File: config.mk
export PLATFORM = sky130hd
export DESIGN_NAME = reset_seq_flat
export DESIGN_NICKNAME = d
export VERILOG_FILES = /design/src/rtl/reset_seq_pkg.sv /design/src/rtl/reset_seq_if.sv /design/src/rtl/reset_seq_sync.sv /design/src/rtl/reset_seq.sv /design/src/flat_wrapper.sv
export SDC_FILE = /design/constraint.sdc
export NUM_CORES = 1
export LEC_CHECK = 0
export ABC_AREA = 1
export ABC_CLOCK_PERIOD_IN_PS = 2790
export CAP_MARGIN = 15
export CORE_UTILIZATION = 45
export CTS_CLUSTER_SIZE = 40
export DETAILED_ROUTE_END_ITERATION = 7
export PLACE_DENSITY = 0.71
export SYNTH_ARGS = -nofsm -noshare
export SYNTH_HDL_FRONTEND = slang
export SYNTH_HIERARCHICAL = 1
export SYNTH_SLANG_ARGS = --single-unit
File: constraint.sdc
create_clock -name clk -period 2.79 [get_ports clk]
set_clock_uncertainty 0.2 [all_clocks]
set_input_delay 0.558 -clock clk [delete_from_list [all_inputs] [get_ports clk]]
set_output_delay 0.558 -clock clk [all_outputs]
set_load 0.01 [all_outputs]
File: src/rtl/reset_seq_pkg.sv
// Shared definitions for the reset sequencer: FSM state encodings and the
// reset-cause codes that the SoC CSR decoder also interprets.
package reset_seq_pkg;

   typedef enum logic [1:0] {
      ST_HOLD    = 2'd0,
      ST_RELEASE = 2'd1,
      ST_RUN     = 2'd2
   } state_e;

   localparam logic [1:0] CAUSE_EXT = 2'd0;
   localparam logic [1:0] CAUSE_SW  = 2'd1;
   localparam logic [1:0] CAUSE_WDT = 2'd2;

   // Width of a channel index; a single channel still needs one bit.
   function automatic int idx_width(input int n);
      return (n > 1) ? $clog2(n) : 1;
   endfunction

endpackage

File: src/rtl/reset_seq_if.sv
// Control/status bundle between the reset sequencer and whoever drives it.
// The sequencer sits on the slave side; the host/watchdog logic is the master.
interface reset_seq_if #(
   parameter int N_CH = 3
);

   logic            sw_req;
   logic            wdt_en;
   logic            wdt_kick;
   logic [N_CH-1:0] rst_out;
   logic            ready;
   logic [1:0]      cause;

   modport master (
      output sw_req, wdt_en, wdt_kick,
      input  rst_out, ready, cause
   );

   modport slave (
      input  sw_req, wdt_en, wdt_kick,
      output rst_out, ready, cause
   );

endinterface

File: src/rtl/reset_seq_sync.sv
// Two-flop synchroniser for the board reset: goes low the moment rst rises,
// and only reports release after a 1 has walked through both flops.
module reset_seq_sync (
   input  logic clk,
   input  logic rst,
   output logic released
);

   logic meta_q;
   logic sync_q;

   // Shift a constant 1 through the chain once rst has dropped.
   always_ff @(posedge clk or posedge rst) begin
      if (rst) begin
         meta_q <= 1'b0;
         sync_q <= 1'b0;
      end else begin
         meta_q <= 1'b1;
         sync_q <= meta_q;
      end
   end

   assign released = sync_q;

endmodule

File: src/rtl/reset_seq.sv
// Reset sequencer: stretches the board reset, releases the reset channels one
// at a time with a fixed gap, then re-runs the sequence on a software request
// or watchdog expiry while remembering what caused the last reset.
module reset_seq
   import reset_seq_pkg::*;
#(
   parameter int N_CH         = 3,
   parameter int STRETCH_BITS = 5,
   parameter int GAP          = 4,
   parameter int WDT_BITS     = 24
) (
   input  logic        clk,
   input  logic        rst,
   reset_seq_if.slave  bus
);

   localparam int GAP_W = $clog2(GAP + 1);
   localparam int IDX_W = idx_width(N_CH);

   localparam logic [STRETCH_BITS-1:0] CNT_MAX  = {STRETCH_BITS{1'b1}};
   localparam logic [WDT_BITS-1:0]     WDT_MAX  = {WDT_BITS{1'b1}};
   localparam logic [GAP_W-1:0]        GAP_LAST = GAP_W'(GAP - 1);
   localparam logic [IDX_W-1:0]        IDX_LAST = IDX_W'(N_CH - 1);

   logic                    released;
   state_e                  state_q,   state_d;
   logic [STRETCH_BITS-1:0] cnt_q,     cnt_d;
   logic [GAP_W-1:0]        gap_q,     gap_d;
   logic [IDX_W-1:0]        idx_q,     idx_d;
   logic [WDT_BITS-1:0]     wdt_q,     wdt_d;
   logic [N_CH-1:0]         rst_out_q, rst_out_d;
   logic                    ready_q,   ready_d;
   logic [1:0]              cause_q,   cause_d;
   logic                    wdt_expire;

   reset_seq_sync u_sync (
      .clk      (clk),
      .rst      (rst),
      .released (released)
   );

   // Watchdog runs only while in RUN with the enable high; a kick always wins over expiry.
   always_comb begin
      wdt_expire = 1'b0;
      wdt_d      = '0;
      if (state_q == ST_RUN && bus.wdt_en && !bus.wdt_kick) begin
         wdt_expire = (wdt_q == WDT_MAX);
         wdt_d      = wdt_q + 1'b1;
      end
   end

   // Sequencer next state: stretch in HOLD, release channels in RELEASE, watch for triggers in RUN.
   always_comb begin
      state_d   = state_q;
      cnt_d     = cnt_q;
      gap_d     = gap_q;
      idx_d     = idx_q;
      rst_out_d = rst_out_q;
      ready_d   = ready_q;
      cause_d   = cause_q;
      case (state_q)
         ST_HOLD: begin
            if (released) begin
               if (cnt_q == CNT_MAX) begin
                  rst_out_d[0] = 1'b0;
                  cnt_d        = '0;
                  gap_d        = '0;
                  if (N_CH == 1) begin
                     ready_d = 1'b1;
                     state_d = ST_RUN;
                  end else begin
                     idx_d   = IDX_W'(1);
                     state_d = ST_RELEASE;
                  end
               end else begin
                  cnt_d = cnt_q + 1'b1;
               end
            end
         end
         ST_RELEASE: begin
            if (gap_q == GAP_LAST) begin
               gap_d = '0;
               for (int k = 0; k < N_CH; k++) begin
                  if (idx_q == IDX_W'(k)) begin
                     rst_out_d[k] = 1'b0;
                  end
               end
               if (idx_q == IDX_LAST) begin
                  ready_d = 1'b1;
                  state_d = ST_RUN;
               end else begin
                  idx_d = idx_q + 1'b1;
               end
            end else begin
               gap_d = gap_q + 1'b1;
            end
         end
         ST_RUN: begin
            if (bus.sw_req || wdt_expire) begin
               rst_out_d = '1;
               ready_d   = 1'b0;
               cnt_d     = '0;
               gap_d     = '0;
               idx_d     = '0;
               cause_d   = bus.sw_req ? CAUSE_SW : CAUSE_WDT;
               state_d   = ST_HOLD;
            end
         end
         default: begin
            state_d = ST_HOLD;
         end
      endcase
   end

   // State and output registers; the board reset forces everything back to the held state.
   always_ff @(posedge clk or posedge rst) begin
      if (rst) begin
         state_q   <= ST_HOLD;
         cnt_q     <= '0;
         gap_q     <= '0;
         idx_q     <= '0;
         wdt_q     <= '0;
         rst_out_q <= '1;
         ready_q   <= 1'b0;
         cause_q   <= CAUSE_EXT;
      end else begin
         state_q   <= state_d;
         cnt_q     <= cnt_d;
         gap_q     <= gap_d;
         idx_q     <= idx_d;
         wdt_q     <= wdt_d;
         rst_out_q <= rst_out_d;
         ready_q   <= ready_d;
         cause_q   <= cause_d;
      end
   end

   assign bus.rst_out = rst_out_q;
   assign bus.ready   = ready_q;
   assign bus.cause   = cause_q;

endmodule

File: src/flat_wrapper.sv
// flat-port wrapper written by rule: the top's interface ports become plain ports
module reset_seq_flat import reset_seq_pkg::*;
#(
   parameter int N_CH         = 3,
   parameter int STRETCH_BITS = 5,
   parameter int GAP          = 4,
   parameter int WDT_BITS     = 24
)
  (clk, rst, bus_sw_req, bus_wdt_en, bus_wdt_kick, bus_rst_out, bus_ready, bus_cause);
  reset_seq_if #(.N_CH(N_CH)) bus_i ();
  input  logic clk;
  input  logic rst;
  input wire logic [$bits(bus_i.sw_req)-1:0] bus_sw_req;
  input wire logic [$bits(bus_i.wdt_en)-1:0] bus_wdt_en;
  input wire logic [$bits(bus_i.wdt_kick)-1:0] bus_wdt_kick;
  output wire logic [$bits(bus_i.rst_out)-1:0] bus_rst_out;
  output wire logic [$bits(bus_i.ready)-1:0] bus_ready;
  output wire logic [$bits(bus_i.cause)-1:0] bus_cause;
  assign bus_i.sw_req = bus_sw_req;
  assign bus_i.wdt_en = bus_wdt_en;
  assign bus_i.wdt_kick = bus_wdt_kick;
  assign bus_rst_out = bus_i.rst_out;
  assign bus_ready = bus_i.ready;
  assign bus_cause = bus_i.cause;
  reset_seq #(.N_CH(N_CH), .STRETCH_BITS(STRETCH_BITS), .GAP(GAP), .WDT_BITS(WDT_BITS)) u_core (.clk(clk), .rst(rst), .bus(bus_i));
endmodule
==> results.toml <==
[status]
outcome = "completed"

[logic_synthesis]
ys_seq_area_share_pct = 44.4
synth-edff-count = 0
yosysWarnings = 6
ys_types = 30
synth_area_sq_um = 2490
synth-xor-area-share_pct = 2.11
synth.area.mux_share_pct = 0
synth_top_family_by_area = "simple AND/OR/NAND/NOR gates"
syn-num-nets = 340
synthAdderAreaFrac_pct = 5.54
synth-simple-area-share_pct = 34.4
synth.avg_cell_area_sq_um = 7.67
synth_seq_cells = 44
netlist_instances = 324
synth-compound-area-share_pct = 6.49
synth_ff_type = "dfrtp_1"
synthArstFlopShare_pct = 100

[pwr]
power_uw = 1940
leakagePower_uw = 0.00124
switchingPower_uw = 719
clockPowerShare_pct = 21.3
power_frac_seq_pct = 42.3
swShare_pct = 37.1
max-vdd-ir-drop_uv = 565
combPwrFrac_pct = 36.4
p_per_area_nw_per_um2 = 706
p_int_uw = 1220

[sta]
worst_slack_ns = 0.502
post-route-period-util_pct = 82.0
drv_slew = 0
slew_headroom_pct = 64.0
setup_viol = 0
clock.fmax_ghz = 0.437
period_minus_slack_ns = 2.29
finalHoldViolCount = 0
rsz0062_at_grt = "no"
worst_slew_pin_slew_ns = 0.540
fin_tns_setup_ns = 0

[finish]
area_delta_synth_final_pct = 10.5
multi_input_area_sq_um = 1210
nets = 354
final_common_cell = "nand2_1"
mostFrequentLayoutCells = "93 x nand2_1, 41 x dfrtp_1, 39 x nor2_1"
n_antenna_cell = 0
final_cells = 409
fill_cells = 510
register_area_sq_um = 1100
drive_gt1_share_pct = 5.90

[clock_tree]
clock_sinks = 44
cts_tree = "yes"
clk_pin_slew_ns = 0.08
clk_latency_ns = 0.30
htreeDepth = 2
cts_root_buf = "clkbuf_8"
hold_buffers = 0
cts_buffers = 5
cts_buffer_depth = 2
cts_setup_buffers = 0
cts_resized = 0

[floorplanning]
core-area_sq_um = 5200
die_w_microns = 76.3
fp-row-count = 26
ios = 11
die_height_microns = 76.3
initial_core_util_pct = 47.8
die-area_sq_um = 5830

[route]
viasPerCell = 4.98
first_iter_violations = 135
wl_per_cell_microns = 11.7
num_vias = 2037
dr.pass1.iters = 4
drc = 0
ant_nets = 0
routed_wirelength_mm = 4.78

[min_path]
min_path_type = "reg2reg"

[place]
routabilityCongestion = 0.834
dp.cells = 401
dp_hpwl_mm = 3.49
pre_cts_ws_ns = 0.514
portBuffers = 10

[grt]
grt_max_degree = 43
grt_antenna_before_repair = 0
track_usage_pct = 17.9
overflow = 0
grt_pass1_vias = 1873
grt_pass1_wl_mm = 8.37

[run]
drv_cap = 0

[critical_path]
reg2reg_depth = 8
path_buf_inv = 3
crit_type = "reg2reg"
endpoint = "u_core/wdt_q[14]"
worstPathRequired_ns = 2.82
r2r-end = "u_core/wdt_q[14]"
regToRegSetupSlack_ns = 0.50
crit_family = "buffers and inverters"
start_kind = "flip-flop"
worst_ep_arrival_time_ns = 2.32
crit_top_cell = "inv_1"
timing.rr.start = "u_core/state_q[0]"
slowest_delay_ns = 0.46
worst_path_max_delay_cell = "ha_1"
crit_start = "u_core/state_q[0]"
worstPathCellList = "inv_1 -> ha_1 -> nand2_1 -> nor2_2 -> buf_4 -> inv_1 -> a21oi_1 -> o21a_1"
crit_path_end_kind = "flip-flop"
cp.depth = 8
crit_fanout = 16
==> sequential cells by signal, indices dropped and copies added (netlist names) <==
signal,flops
u_core/bus.cause,2
u_core/bus.ready,1
u_core/bus.rst_out,3
u_core/cnt_q,5
u_core/gap_q,3
u_core/idx_q,2
u_core/state_q,2
u_core/u_sync/meta_q,1
u_core/u_sync/released,1
u_core/wdt_q,24
==> worst reg2reg max path, cell delays in order (launching register included) <==
cell     delay (ns)
dfrtp_1        0.42
inv_1          0.09
ha_1           0.46
nand2_1        0.12
nor2_2         0.15
buf_4          0.18
inv_1          0.25
a21oi_1        0.22
o21a_1         0.14
==> Yosys cell counts (all sizes together), types with 4 or more instances <==
cell | number | area share, %
nand2 | 96 | 15
ha | 11 | 5.5
o21a | 5 | 1.5
nor2 | 42 | 7.0
nand3 | 17 | 4.1
a21oi | 11 | 2.2
xor2 | 4 | 1.4
inv | 37 | 5.6
dfrtp | 41 | 41
nand4 | 18 | 4.5
nor3 | 13 | 2.6
o21ai | 11 | 2.2
==> cells by family after synthesis <==
group                    after synthesis
other                                  1
buffers and inverters                 42
XOR/XNOR                               6
AND/OR/NAND/NOR                      191
AO/OA/AOI/OAI                         29
adder cells (fa/ha/maj)               11
flip-flops                            44
==> worst min-delay path by stage <==
| stage | startpoint | endpoint | slack, ns | depth (start not counted) |
|---|---|---|---|---|
| after floorplan | rst | u_core/u_sync/meta_q | 0.1 | 1 |
| after global placement | u_core/u_sync/meta_q | u_core/u_sync/released | 0.15 | 0 |
| after detailed placement | u_core/u_sync/meta_q | u_core/u_sync/released | 0.14 | 0 |
| after CTS | u_core/u_sync/meta_q | u_core/u_sync/released | 0.17 | 0 |
| after global routing | u_core/u_sync/meta_q | u_core/u_sync/released | 0.17 | 0 |
| final | u_core/u_sync/meta_q | u_core/u_sync/released | 0.17 | 0 |
==> through the flow <==
step	hold slack [ns]	area [sq um]	utilization, %
floorplan	0.0992	2490	-
global placement	0.146	2660	51.1
detailed placement	0.142	2660	51.1
CTS	0.171	2750	52.8
global route	0.173	2750	52.8
finish	0.165	2750	52.8
==> power by group through the flow <==
stage | registers [uW] | clock network [uW] | logic [uW]
floorplan | 832 | 0 | 519
global placement | 829 | 0 | 699
detailed placement | 832 | 0 | 708
CTS | 819 | 429 | 714
global route | 832 | 465 | 803
finish | 820 | 413 | 707
==> metal layers <==
metal  GRT usage (%)  up-vias  part of all wire, %
li1                -     1074                    -
met3            3.95        7                  3.8
met1            24.2      921                   49
met5               0        -                    0
met4            5.96        0                  1.2
met2            28.4       35                   46
==> final cells by class <==
type                            count  share of cell area [%]
Multi-Input combinational cell    238                    44.1
Sequential cell                    44                    40.2
Inverter                           37                    5.05
Timing Repair Buffer               12                    4.19
Clock buffer                        8                    3.28
Tap cell                           70                    3.19
No activity file was read; power rests on OpenSTA's default activity.
